--- src/rtl/soc_periph_uart_pkg.sv ---
// Shared types and frame constants for the UART transmitter.
package soc_periph_uart_pkg;

    typedef enum logic [2:0] {
        ST_IDLE,
        ST_START,
        ST_DATA,
        ST_PARITY,
        ST_STOP
    } uart_state_e;

    localparam int unsigned DATA_BITS = 8;
    localparam int unsigned BIT_IDX_W = 3;

    // Even parity is the plain XOR; odd parity inverts it.
    function automatic logic parity_bit(input logic [DATA_BITS-1:0] data, input logic odd);
        return (^data) ^ odd;
    endfunction

endpackage

--- src/rtl/soc_periph_uart_tx_fifo.sv ---
// Synchronous byte FIFO with occupancy output; push is refused when full.
module soc_periph_uart_tx_fifo
    import soc_periph_uart_pkg::*;
#(
    parameter int unsigned Depth = 8
) (
    input  logic                   clk_i,
    input  logic                   rst_ni,
    input  logic                   push_i,
    input  logic [DATA_BITS-1:0]   wdata_i,
    input  logic                   pop_i,
    output logic [DATA_BITS-1:0]   rdata_o,
    output logic                   full_o,
    output logic                   empty_o,
    output logic [$clog2(Depth):0] level_o
);

    localparam int unsigned PtrW = $clog2(Depth);
    localparam int unsigned LvlW = PtrW + 1;

    logic [DATA_BITS-1:0] mem [Depth];
    logic [PtrW-1:0]      wr_ptr_q;
    logic [PtrW-1:0]      rd_ptr_q;
    logic [LvlW-1:0]      level_q;
    logic                 do_push;
    logic                 do_pop;

    assign full_o  = (level_q == LvlW'(Depth));
    assign empty_o = (level_q == '0);
    assign do_push = push_i && !full_o;
    assign do_pop  = pop_i && !empty_o;
    assign rdata_o = mem[rd_ptr_q];
    assign level_o = level_q;

    always_ff @(posedge clk_i) begin
        if (do_push) begin
            mem[wr_ptr_q] <= wdata_i;
        end
    end

    always_ff @(posedge clk_i or negedge rst_ni) begin
        if (!rst_ni) begin
            wr_ptr_q <= '0;
            rd_ptr_q <= '0;
            level_q  <= '0;
        end else begin
            if (do_push) wr_ptr_q <= wr_ptr_q + 1'b1;
            if (do_pop)  rd_ptr_q <= rd_ptr_q + 1'b1;
            case ({do_push, do_pop})
                2'b10:   level_q <= level_q + 1'b1;
                2'b01:   level_q <= level_q - 1'b1;
                default: level_q <= level_q;
            endcase
        end
    end

endmodule

--- src/rtl/soc_periph_uart_tx.sv ---
// UART transmitter: byte FIFO feeding a start/data/parity/stop serialiser.
module soc_periph_uart_tx
    import soc_periph_uart_pkg::*;
#(
    parameter int unsigned FifoDepth = 8,
    parameter int unsigned DivWidth  = 16
) (
    input  logic                       clk_i,
    input  logic                       rst_ni,
    input  logic [DivWidth-1:0]        div_i,
    input  logic                       parity_en_i,
    input  logic                       parity_odd_i,
    input  logic                       two_stop_i,
    input  logic [7:0]                 data_i,
    input  logic                       valid_i,
    output logic                       ready_o,
    output logic                       tx_o,
    output logic                       busy_o,
    output logic [$clog2(FifoDepth):0] level_o,
    output logic                       done_o
);

    uart_state_e          state_q;
    logic [DivWidth-1:0]  cnt_q;
    logic [DivWidth-1:0]  div_q;
    logic                 par_en_q;
    logic                 par_odd_q;
    logic                 two_stop_q;
    logic                 stop_second_q;
    logic [BIT_IDX_W-1:0] bit_idx_q;
    logic [7:0]           data_q;
    logic                 tx_q;

    logic                 fifo_full;
    logic                 fifo_empty;
    logic [7:0]           fifo_rdata;
    logic                 bit_end;
    logic                 frame_end;
    logic                 pop;

    soc_periph_uart_tx_fifo #(
        .Depth (FifoDepth)
    ) u_fifo (
        .clk_i   (clk_i),
        .rst_ni  (rst_ni),
        .push_i  (valid_i),
        .wdata_i (data_i),
        .pop_i   (pop),
        .rdata_o (fifo_rdata),
        .full_o  (fifo_full),
        .empty_o (fifo_empty),
        .level_o (level_o)
    );

    assign bit_end   = (cnt_q == '0);
    assign frame_end = (state_q == ST_STOP) && bit_end && (!two_stop_q || stop_second_q);
    // Popping at frame end as well as in IDLE lets frames run back-to-back.
    assign pop       = !fifo_empty && ((state_q == ST_IDLE) || frame_end);

    assign ready_o = !fifo_full;
    assign tx_o    = tx_q;
    assign busy_o  = (state_q != ST_IDLE);
    assign done_o  = frame_end;

    always_ff @(posedge clk_i or negedge rst_ni) begin
        if (!rst_ni) begin
            state_q       <= ST_IDLE;
            cnt_q         <= '0;
            div_q         <= '0;
            par_en_q      <= 1'b0;
            par_odd_q     <= 1'b0;
            two_stop_q    <= 1'b0;
            stop_second_q <= 1'b0;
            bit_idx_q     <= '0;
            data_q        <= '0;
            tx_q          <= 1'b1;
        end else if (pop) begin
            state_q       <= ST_START;
            tx_q          <= 1'b0;
            data_q        <= fifo_rdata;
            div_q         <= div_i;
            cnt_q         <= div_i;
            par_en_q      <= parity_en_i;
            par_odd_q     <= parity_odd_i;
            two_stop_q    <= two_stop_i;
            stop_second_q <= 1'b0;
            bit_idx_q     <= '0;
        end else begin
            if (!bit_end) cnt_q <= cnt_q - 1'b1;
            case (state_q)
                ST_IDLE: begin
                    tx_q <= 1'b1;
                end
                ST_START: begin
                    if (bit_end) begin
                        state_q   <= ST_DATA;
                        tx_q      <= data_q[0];
                        cnt_q     <= div_q;
                        bit_idx_q <= '0;
                    end
                end
                ST_DATA: begin
                    if (bit_end) begin
                        cnt_q <= div_q;
                        if (bit_idx_q == BIT_IDX_W'(DATA_BITS - 1)) begin
                            if (par_en_q) begin
                                state_q <= ST_PARITY;
                                tx_q    <= parity_bit(data_q, par_odd_q);
                            end else begin
                                state_q       <= ST_STOP;
                                tx_q          <= 1'b1;
                                stop_second_q <= 1'b0;
                            end
                        end else begin
                            bit_idx_q <= bit_idx_q + 1'b1;
                            tx_q      <= data_q[bit_idx_q + 3'd1];
                        end
                    end
                end
                ST_PARITY: begin
                    if (bit_end) begin
                        state_q       <= ST_STOP;
                        tx_q          <= 1'b1;
                        cnt_q         <= div_q;
                        stop_second_q <= 1'b0;
                    end
                end
                ST_STOP: begin
                    if (frame_end) begin
                        state_q <= ST_IDLE;
                        tx_q    <= 1'b1;
                    end else if (bit_end) begin
                        stop_second_q <= 1'b1;
                        cnt_q         <= div_q;
                    end
                end
                default: begin
                    state_q <= ST_IDLE;
                    tx_q    <= 1'b1;
                end
            endcase
        end
    end

endmodule

--- config.mk ---
export PLATFORM = sky130hd
export DESIGN_NAME = soc_periph_uart_tx
export DESIGN_NICKNAME = d
export VERILOG_FILES = /design/src/rtl/soc_periph_uart_pkg.sv /design/src/rtl/soc_periph_uart_tx_fifo.sv /design/src/rtl/soc_periph_uart_tx.sv
export SDC_FILE = /design/constraint.sdc
export NUM_CORES = 1
export LEC_CHECK = 0
export ABC_AREA = 0
export ABC_CLOCK_PERIOD_IN_PS = 3800
export CORE_UTILIZATION = 60
export CTS_CLUSTER_DIAMETER = 40
export DETAILED_ROUTE_END_ITERATION = 10
export DONT_BUFFER_PORTS = 1
export PLACE_DENSITY_LB_ADDON = 0.15
export SKIP_LAST_GASP = 1
export SYNTH_ARGS = -nofsm -noshare
export SYNTH_HDL_FRONTEND = slang
export SYNTH_SLANG_ARGS = --single-unit
--- constraint.sdc ---
create_clock -name clk_i -period 3.8 [get_ports clk_i]
set_clock_uncertainty 0.1 [all_clocks]
set_input_delay 0.57 -clock clk_i [delete_from_list [all_inputs] [get_ports clk_i]]
set_output_delay 0.57 -clock clk_i [all_outputs]
set_load 0.02 [all_outputs]
==> results.sh, run 1 <==
export IMPL_hold_slack_ps=43.64
export IMPL_synth_edff_count=64
export IMPL_worstPathMaxFanout=12
export IMPL_postSynthAreaPerCell_um2=12.57
export IMPL_start_kind="register"
export IMPL_synth_compound_area_frac=0.07758
export IMPL_hold_class="input pin to register"
export IMPL_required_ps=3130
export IMPL_seq_area_frac_synth=0.5925
export IMPL_synth_ff_type="edfxtp_1"
export IMPL_synthesis_nets=502
export IMPL_outcome="finished clean"
export IMPL_max_freq_mhz=302.8
export IMPL_cp_slowest_stage_delay_ps=550
export IMPL_die_area_um2=10100
export IMPL_post_route_drc_count=0
export IMPL_numCtsBuffers=17
export IMPL_rsz0062_at_grt="false"
export IMPL_syn_instance_count=463
export IMPL_synthSimpleGateAreaFrac=0.1524
export IMPL_initial_utilization=0.6241
export IMPL_drive_gt1_frac=0.1508
export IMPL_nNetsFinal=510
export IMPL_grt_pass1_wl_um=19200
export IMPL_ys_warn_count=0
export IMPL_place_congestion=0.8214
export IMPL_vdd_drop_max_mv=0.6174
export IMPL_worst_pin_slew_ps=1143
export IMPL_path_class="register to output port"
export IMPL_async_reset_ff_frac=0.4880
export IMPL_muxShareOfSynthArea=0.1014
export IMPL_p_leak_nw=2.552
export IMPL_clock_latency_ps=520
export IMPL_slew_violations=0
export IMPL_post_cts_resized=0
export IMPL_num_rows=35
export IMPL_drt_iter0_markers=205
export IMPL_p_switching_w=0.001196
export IMPL_cts_tree="built"
export IMPL_io_buffer_count=0
export IMPL_syn_area_um2=5822
export IMPL_hold_viol_final=0
export IMPL_yosysUniqueCellTypes=64
export IMPL_cts_htree_levels=4
export IMPL_diodes=0
export IMPL_synth_top_family_by_area="simple AND/OR/NAND/NOR gates"
export IMPL_grt_pass1_vias=3804
export IMPL_die_y_um=100.5
export IMPL_coreArea_um2=9328
export IMPL_dieWidth_um=100.5
export IMPL_dr_pass1_iters=4
export IMPL_fin_tns_setup_ps=0
export IMPL_slew_headroom=0.2383
export IMPL_fin_crit_sh=0.8691
export IMPL_power_density_nw_per_um2=644.3
export IMPL_seqCellArea_um2=3450
export IMPL_grt_usage=0.2599
export IMPL_multiInputGateArea_um2=2261
export IMPL_antenna_found_initial=0
export IMPL_arrival_ps=2630
export IMPL_ios=38
export IMPL_via_count=3704
export IMPL_cts_sinks=125
export IMPL_n_fill_cell=665
export IMPL_grt_max_degree=62
export IMPL_drv_cap=0
export IMPL_routed_wl_um=11780
export IMPL_seqPwrFrac=0.456
export IMPL_p_clk_frac=0.391
export IMPL_cts_max_path_buffers=2
export IMPL_p_sw_frac=0.2820
export IMPL_overflow=0
export IMPL_synth_xor_area_share=0.03632
export IMPL_post_drt_wl_per_cell_um=19.22
export IMPL_hpwl_um=7495
export IMPL_finalSetupViolCount=0
export IMPL_area_growth_synth_to_final_pct=13.09
export IMPL_path_clk_slew_ps=60
export IMPL_via_per_inst=6.042
export IMPL_p_int_w=0.003046
export IMPL_synth_seq_cells=125
export IMPL_cts_root_buf="clkbuf_8"
export IMPL_end_kind="output port"
export IMPL_crit_slowest_cell="and4_1"
export IMPL_power_frac_comb=0.153
export IMPL_synthAdderAreaFrac=0.02063
export IMPL_period_needed_ps=3303
export IMPL_ant_nets=0
export IMPL_path_cells="inv_1 > ha_1 > nor4b_1 > and4_1 > and3_1"
## critical path: cells and delay by family (launching register included)
family / cells / cell delay [ps]
AND/OR/NAND/NOR: 3 / 1300
flip-flops: 1 / 400
adder cells (fa/ha/maj): 1 / 310
buffers and inverters: 1 / 110
## power by group through the flow
stage | logic, W | registers, W | clock network [W]
detailed placement | 0.000628 | 0.00195 | 0
CTS | 0.000660 | 0.00193 | 0.00169
global placement | 0.000603 | 0.00194 | 0
global route | 0.000721 | 0.00197 | 0.00175
finish | 0.000649 | 0.00193 | 0.00166
floorplan | 0.000530 | 0.00187 | 0
## path summary, 6_finish.rpt
kind	startpoint	end	slack (ps)	depth (start not counted)
worst max-delay path	cnt_q[0]$_DFF_PN0_	done_o	500	5
worst min-delay path	data_i[6]	u_fifo.mem[2][6]$_DFFE_PP_	40	0
worst max register to register	cnt_q[0]$_DFF_PN0_	u_fifo.level_o[3]$_DFFE_PN0P_	840	13
worst min register to register	div_q[3]$_DFFE_PN0P_	div_q[3]$_DFFE_PN0P_	380	2
max in group asynchronous	rst_ni	tx_o$_DFFE_PN1P_	2800	2
min in group asynchronous	rst_ni	div_q[6]$_DFFE_PN0P_	490	2
## per-layer routing
layer	routed length [um]	vias to the layer above	global-route usage
met5	0	-	0
met4	137	0	0.08361
met3	610	15	0.07975
met2	5744	103	0.4067
met1	5291	1869	0.3517
li1	-	1717	-
## registers in the layout, indices dropped and copies added, names as in the netlist, 3 cells and up
name / count
u_fifo.level_o: 4
data_q: 8
bit_idx_q: 3
cnt_q: 16
state_q: 3
u_fifo.mem: 64
u_fifo.rd_ptr_q: 3
u_fifo.wr_ptr_q: 3
div_q: 16
## repair_timing
action	4_1_cts	5_1_grt
hold buffers	2	0
setup buffers	0	0
hold endpoints to repair	61	0
## stage by stage
stage	util	cell area, um2	std cells	power [W]	setup WS (ps)
2_1_floorplan	-	5822	463	0.002401	783.1
3_3_place_gp	0.6368	5939	579	0.002544	1007
3_5_place_dp	0.6368	5939	579	0.002582	888.6
4_1_cts	0.7058	6584	613	0.004280	481.7
5_1_grt	0.7058	6584	613	0.004434	331.4
6_report	0.7058	6584	613	0.004242	497.5
## cell type report
type / count / share of cell area
Inverter: 10 / 0.005701
Clock buffer: 18 / 0.06347
Sequential cell: 125 / 0.5239
Multi-Input combinational cell: 311 / 0.3434
Timing Repair Buffer: 6 / 0.01026
Tap cell: 129 / 0.02452
Clock inverter: 14 / 0.02870
## synthesized netlist by cell type, drive strengths merged, types with 2 or more instances
cell | instances | area, um2
or3b | 2 | 17.52
xnor2 | 13 | 113.9
xor2 | 6 | 52.55
nor3 | 10 | 71.32
buf | 9 | 43.79
nor4 | 6 | 52.55
o41ai | 3 | 26.28
and2 | 2 | 13.77
nand3 | 5 | 30.03
mux4 | 18 | 405.4
o31ai | 6 | 58.81
o21ai | 24 | 123.9
or3 | 2 | 12.51
nand2 | 86 | 322.8
a21oi | 16 | 80.08
and4 | 2 | 20.02
a22oi | 2 | 15.01
dfrtp | 60 | 1501
nand3b | 3 | 22.52
nor2 | 32 | 120.1
and3 | 3 | 18.77
nand2b | 7 | 43.79
a31oi | 5 | 46.29
clkbuf | 8 | 30.03
mux2i | 14 | 140.1
inv | 10 | 37.53
ha | 8 | 100.1
or2 | 2 | 12.51
nor3b | 2 | 15.01
nor2b | 5 | 31.28
mux2 | 4 | 45.04
nand4 | 3 | 33.78
xnor3 | 2 | 45.04
a211oi | 3 | 22.52
edfxtp | 64 | 1922
nor4b | 3 | 38.79
## layout by cell type (no fill, tap or decap), types with 5 or more instances in the layout
cell type,count
o31ai_1,5
mux4_2,18
xor2_1,6
edfxtp_1,64
clkbuf_16,16
mux2i_1,14
nand2_1,86
dfrtp_1,60
nor4_1,5
nor3_1,7
nor2_1,32
nor2b_1,5
ha_1,8
o21ai_1,10
a21oi_1,16
nand2b_1,7
inv_1,9
o21ai_0,13
xnor2_1,13
## cells by family after synthesis
family / after synthesis
AOI/OAI and AO/OA: 69
xor gates and xnor gates: 21
adders and majority gates: 9
buffers and inverters: 27
DFF: 125
muxes: 36
and+or+nand+nor: 176
Power figures use the tool's default switching activity.
==> run 2, diff against run 1 <==
--- a/config.mk
+++ b/config.mk
@@ -9,2 +9,3 @@
 export ABC_CLOCK_PERIOD_IN_PS = 3800
+export CAP_MARGIN = 10
 export CORE_UTILIZATION = 60
==> constraint.sdc (replaced) <==
create_clock -name clk_i -period 3.8 [get_ports clk_i]
set_clock_uncertainty 0.1 [all_clocks]
set_input_delay 0.76 -clock clk_i [delete_from_list [all_inputs] [get_ports clk_i]]
set_output_delay 0.76 -clock clk_i [all_outputs]
set_load 0.02 [all_outputs]
==> run 2 against run 1 <==
Net effect: clock-buffer cell count shrank 1; combinational power is 1% lower; setup slack gained 70 ps; critical path depth unchanged; final area shrank 0.65%; sequential power barely moved; largest cell class unchanged; highest routed layer unchanged.
==> results.sh, run 2 (synthesis gave the netlist of run 1 again) <==
export IMPL_period_needed_ps=3232
export IMPL_hold_viol_final=0
export IMPL_num_rows=35
export IMPL_overflow=0
export IMPL_largest_reg_flops=64
export IMPL_coreArea_um2=9328
export IMPL_numCtsBuffers=17
export IMPL_path_cells="inv_1 > ha_1 > nor4b_1 > and4_1 > and3_1"
export IMPL_reg2reg_to="u_fifo.level_o[3]$_DFFE_PN0P_"
export IMPL_power_frac_comb=0.156
export IMPL_initial_utilization=0.6241
export IMPL_die_y_um=100.5
export IMPL_p_clk_frac=0.372
export IMPL_p_leak_nw=2.532
export IMPL_via_count=3652
export IMPL_path_class="register to output port"
export IMPL_largest_register="u_fifo.mem"
export IMPL_dieWidth_um=100.5
export IMPL_via_per_inst=5.958
export IMPL_routed_wl_um=11560
export IMPL_arrival_ps=2370
export IMPL_finalPower_w=0.004095
export IMPL_worstPathMaxFanout=6
export IMPL_grt_pass1_wl_um=18930
export IMPL_cts_sinks=125
export IMPL_hold_class="input pin to asynchronous set/reset pin"
export IMPL_dr_pass1_iters=4
export IMPL_nNetsFinal=511
export IMPL_cts_htree_levels=4
export IMPL_drive_gt1_frac=0.1550
export IMPL_utilization=0.7013
export IMPL_io_buffer_count=0
export IMPL_ff2ff_setup_slack_ps=850
export IMPL_critPathTopFamily="simple AND/OR/NAND/NOR gates"
export IMPL_drt_iter0_markers=220
export IMPL_post_drt_wl_per_cell_um=18.86
export IMPL_hpwl_um=7542
export IMPL_hold_slack_ps=9.697
export IMPL_start_kind="register"
export IMPL_p_int_w=0.002909
export IMPL_crit_slowest_cell="nor4b_1"
export IMPL_rsz0062_at_grt="false"
export IMPL_p_sw_frac=0.2895
export IMPL_vdd_drop_max_mv=0.4842
export IMPL_finalInstanceArea_um2=6541
export IMPL_diodes=0
export IMPL_die_area_um2=10100
export IMPL_post_route_drc_count=0
export IMPL_postCtsSetupBuffers=0
export IMPL_required_ps=2940
export IMPL_grt_usage=0.2565
export IMPL_antenna_found_initial=0
export IMPL_grt_pass1_vias=3743
export IMPL_place_congestion=0.8738
export IMPL_ios=38
export IMPL_worst_pin_slew_ps=1015
export IMPL_worst_r2r_cell_count=13
export IMPL_drv_cap=0
export IMPL_area_growth_synth_to_final_pct=12.36
export IMPL_cts_max_path_buffers=2
export IMPL_seqPwrFrac=0.471
export IMPL_crit_buf_inv=1
export IMPL_outcome="finished clean"
export IMPL_finalSetupViolCount=0
export IMPL_clock_latency_ps=520
export IMPL_placed_cell_area_um2=5954
export IMPL_max_freq_mhz=309.4
export IMPL_post_cts_resized=0
export IMPL_cts_tree="built"
export IMPL_cts_root_buf="clkbuf_8"
export IMPL_reg_top3="u_fifo.mem x64, cnt_q x16, div_q x16"
export IMPL_power_density_nw_per_um2=626.0
export IMPL_grt_max_degree=62
export IMPL_ant_nets=0
export IMPL_reg2reg_from="cnt_q[0]$_DFF_PN0_"
export IMPL_slew_headroom=0.3237
export IMPL_p_switching_w=0.001185
export IMPL_final_common_cell="nand2_1"
export IMPL_end_kind="output port"
export IMPL_path_clk_slew_ps=60
export IMPL_final_cell_mix="nand2_1, edfxtp_1, dfrtp_1"
export IMPL_fin_crit_sh=0.8506
export IMPL_fin_tns_setup_ps=0
export IMPL_cp_slowest_stage_delay_ps=430
export IMPL_slew_violations=0
-- run 2: cell type report --
| type | instances | area, um2 |
|---|---|---|
| flip-flops and latches | 125 | 3450 |
| fillers | 670 | 2786 |
| multi-input cells | 311 | 2261 |
| clock buffers | 17 | 414.1 |
| well taps | 129 | 161.4 |
| clock inverters | 14 | 145.1 |
| repair buffers | 7 | 72.57 |
| inverters | 10 | 37.54 |
-- run 2: metrics by stage --
step,setup slack (ps),std cells
after floorplan,783.1,463
after global placement,1001,581
after detailed placement,879.1,581
after CTS,555.2,613
after global routing,364.0,613
final,567.6,613
-- run 2: routing by layer --
layer | track usage | part of all wire
met3 | 0.07143 | 0.048
met5 | 0 | 0
met1 | 0.3438 | 0.46
met2 | 0.3999 | 0.48
met4 | 0.1048 | 0.014
-- run 2: how the worst max path moves through the flow --
stage                  startpoint  cells after the start  slack (ps)                       endpoint
4_1_cts        cnt_q[0]$_DFF_PN0_                      5         560                         done_o
5_1_grt        cnt_q[0]$_DFF_PN0_                      5         360                         done_o
2_1_floorplan  cnt_q[0]$_DFF_PN0_                     14         780  u_fifo.level_o[3]$_DFFE_PN0P_
3_3_place_gp   cnt_q[0]$_DFF_PN0_                     13        1000  u_fifo.level_o[3]$_DFFE_PN0P_
3_5_place_dp   cnt_q[0]$_DFF_PN0_                     13         880  u_fifo.level_o[3]$_DFFE_PN0P_
6_report       cnt_q[0]$_DFF_PN0_                      5         570                         done_o
-- run 2: timing repair --
action                                  4_1_cts  5_1_grt
endpoints found under the hold margin        61        0
endpoints found under the setup margin        0        0
hold buffers                                  1        0
-- run 2: power groups by stage --
stage / combinational (W) / clock, W / sequential (W)
global placement: 0.000608 / 0 / 0.00194
floorplan: 0.000530 / 0 / 0.00187
detailed placement: 0.000631 / 0 / 0.00195
CTS: 0.000650 / 0.00155 / 0.00193
finish: 0.000640 / 0.00152 / 0.00193
global route: 0.000720 / 0.00160 / 0.00196
==> run 3, diff against run 2 <==
Settings changed: CORE_MARGIN set to 2, HOLD_SLACK_MARGIN set to 0.03.
==> run 3 against run 2 <==
Net effect: sequential share of layout area fell by 0.23 points; final cell count rose by 0.65%; via count fell by 0.25%; combinational power rose by 1%; register-to-register slack barely moved; clock-buffer cell count did not move; total power fell by 0.26%; largest cell class unchanged; highest routed layer unchanged.
==> results.sh, run 3 (synthesis gave the netlist of run 1 again) <==
export IMPL_largest_reg_flops=64
export IMPL_arrival_ps=2400
export IMPL_post_drt_wl_per_cell_um=18.59
export IMPL_die_y_um=102.5
export IMPL_overflow=0
export IMPL_cts_tree="built"
export IMPL_diodes=0
export IMPL_rsz0062_at_grt="false"
export IMPL_cts_max_path_buffers=2
export IMPL_ant_nets=0
export IMPL_drive_gt1_frac=0.1639
export IMPL_grt_usage=0.2470
export IMPL_coreArea_um2=9328
export IMPL_required_ps=2940
export IMPL_utilization=0.7044
export IMPL_worst_pin_slew_ps=1075
export IMPL_hold_viol_final=0
export IMPL_antenna_found_initial=0
export IMPL_area_growth_synth_to_final_pct=12.85
export IMPL_dr_pass1_iters=5
export IMPL_power_density_nw_per_um2=621.6
export IMPL_cts_htree_levels=4
export IMPL_fin_crit_sh=0.8589
export IMPL_cts_sinks=125
export IMPL_grt_pass1_wl_um=19100
export IMPL_numCtsBuffers=17
export IMPL_ios=38
export IMPL_grt_max_degree=62
export IMPL_hpwl_um=7478
export IMPL_nNetsFinal=514
export IMPL_start_kind="register"
export IMPL_final_cell_mix="nand2_1, edfxtp_1, dfrtp_1"
export IMPL_initial_utilization=0.6241
export IMPL_finalSetupViolCount=0
export IMPL_slew_violations=0
export IMPL_vdd_drop_max_mv=0.3789
export IMPL_post_route_drc_count=0
export IMPL_cts_root_buf="clkbuf_8"
export IMPL_io_buffer_count=0
export IMPL_fin_tns_setup_ps=0
export IMPL_end_kind="output port"
export IMPL_period_needed_ps=3264
export IMPL_max_freq_mhz=306.4
export IMPL_ff2ff_setup_slack_ps=840
export IMPL_dieWidth_um=102.5
export IMPL_num_rows=35
export IMPL_reg_top3="u_fifo.mem x64, cnt_q x16, div_q x16"
export IMPL_hold_class="input pin to register"
export IMPL_outcome="finished clean"
export IMPL_p_leak_nw=2.553
export IMPL_place_congestion=0.8650
export IMPL_clock_latency_ps=520
export IMPL_drt_iter0_markers=238
export IMPL_die_area_um2=10510
export IMPL_slew_headroom=0.2835
export IMPL_via_count=3643
export IMPL_largest_register="u_fifo.mem"
export IMPL_grt_pass1_vias=3772
export IMPL_via_per_inst=5.904
export IMPL_postCtsSetupBuffers=0
export IMPL_worstPathMaxFanout=12
export IMPL_final_common_cell="nand2_1"
export IMPL_path_class="register to output port"
export IMPL_path_clk_slew_ps=60
export IMPL_drv_cap=0
export IMPL_routed_wl_um=11470
==> run 3: changes by cell type in the layout (fill, tap and decap cells not counted) <==
cell,before,now
clkinv_2,2,1
bufinv_16,2,0
inv_6,3,6
clkinvlp_4,2,1
clkinv_1,2,0
dlygate4sd3_1,0,1
clkinv_4,3,2
clkinv_8,0,2
buf_4,6,8
inv_8,0,3
==> run 3: area by class of cell <==
cell class / count / area, um2
Tap cell: 129 / 161.4
Clock inverter: 15 / 148.9
Clock buffer: 17 / 414.1
Multi-Input combinational cell: 311 / 2261
Fill cell: 668 / 2758
Timing Repair Buffer: 10 / 97.59
Inverter: 10 / 37.54
Sequential cell: 125 / 3450
==> run 3: report_power, final <==
group          switching (W)  internal [W]
registers           0.000269       0.00166
logic               0.000324      0.000324
clock network       0.000669      0.000837
total                0.00126       0.00282
==> run 3: stage by stage <==
step | area (um2) | instances | hold WS, ps | power (W) | setup slack (ps)
after floorplan | 5822 | 463 | 337.6 | 0.002401 | 783.1
after global placement | 5969 | 583 | 355.7 | 0.002554 | 1006
after detailed placement | 5969 | 583 | 362.2 | 0.002589 | 892.2
after CTS | 6570 | 617 | 214.2 | 0.004121 | 563.0
after global routing | 6570 | 617 | 200.7 | 0.004295 | 362.8
final | 6570 | 617 | 230.0 | 0.004084 | 536.0
==> run 3: final timing paths <==
path | from | to | cells past startpoint
worst max-delay path | cnt_q[0]$_DFF_PN0_ | done_o | 6
worst min-delay path | data_i[5] | u_fifo.mem[0][5]$_DFFE_PP_ | 0
worst min register to register | div_q[10]$_DFFE_PN0P_ | div_q[10]$_DFFE_PN0P_ | 2
max in group asynchronous | rst_ni | tx_o$_DFFE_PN1P_ | 2
min in group asynchronous | rst_ni | div_q[8]$_DFFE_PN0P_ | 2
worst max register to register | cnt_q[0]$_DFF_PN0_ | u_fifo.level_o[3]$_DFFE_PN0P_ | 13
==> run 3: metal layers <==
| layer | up-vias | track usage | share of wire |
|---|---|---|---|
| met4 | 0 | 0.08000 | 0.0098 |
| met5 | - | 0 | 0 |
| met2 | 78 | 0.3761 | 0.49 |
| li1 | 1713 | - | - |
| met3 | 11 | 0.06712 | 0.045 |
| met1 | 1841 | 0.3509 | 0.46 |
==> run 3: worst max-delay path, stage by stage, from the launching register on <==
cell	delay [ps]
dfrtp_1	400
inv_1	100
ha_1	300
nor4b_1	340
and4_1	240
buf_4	190
and3_1	310
==> run 3: repair_timing <==
item | in CTS | in global routing
hold endpoints to repair | 61 | 0
hold buffers | 2 | 0
resized for setup | 0 | 0
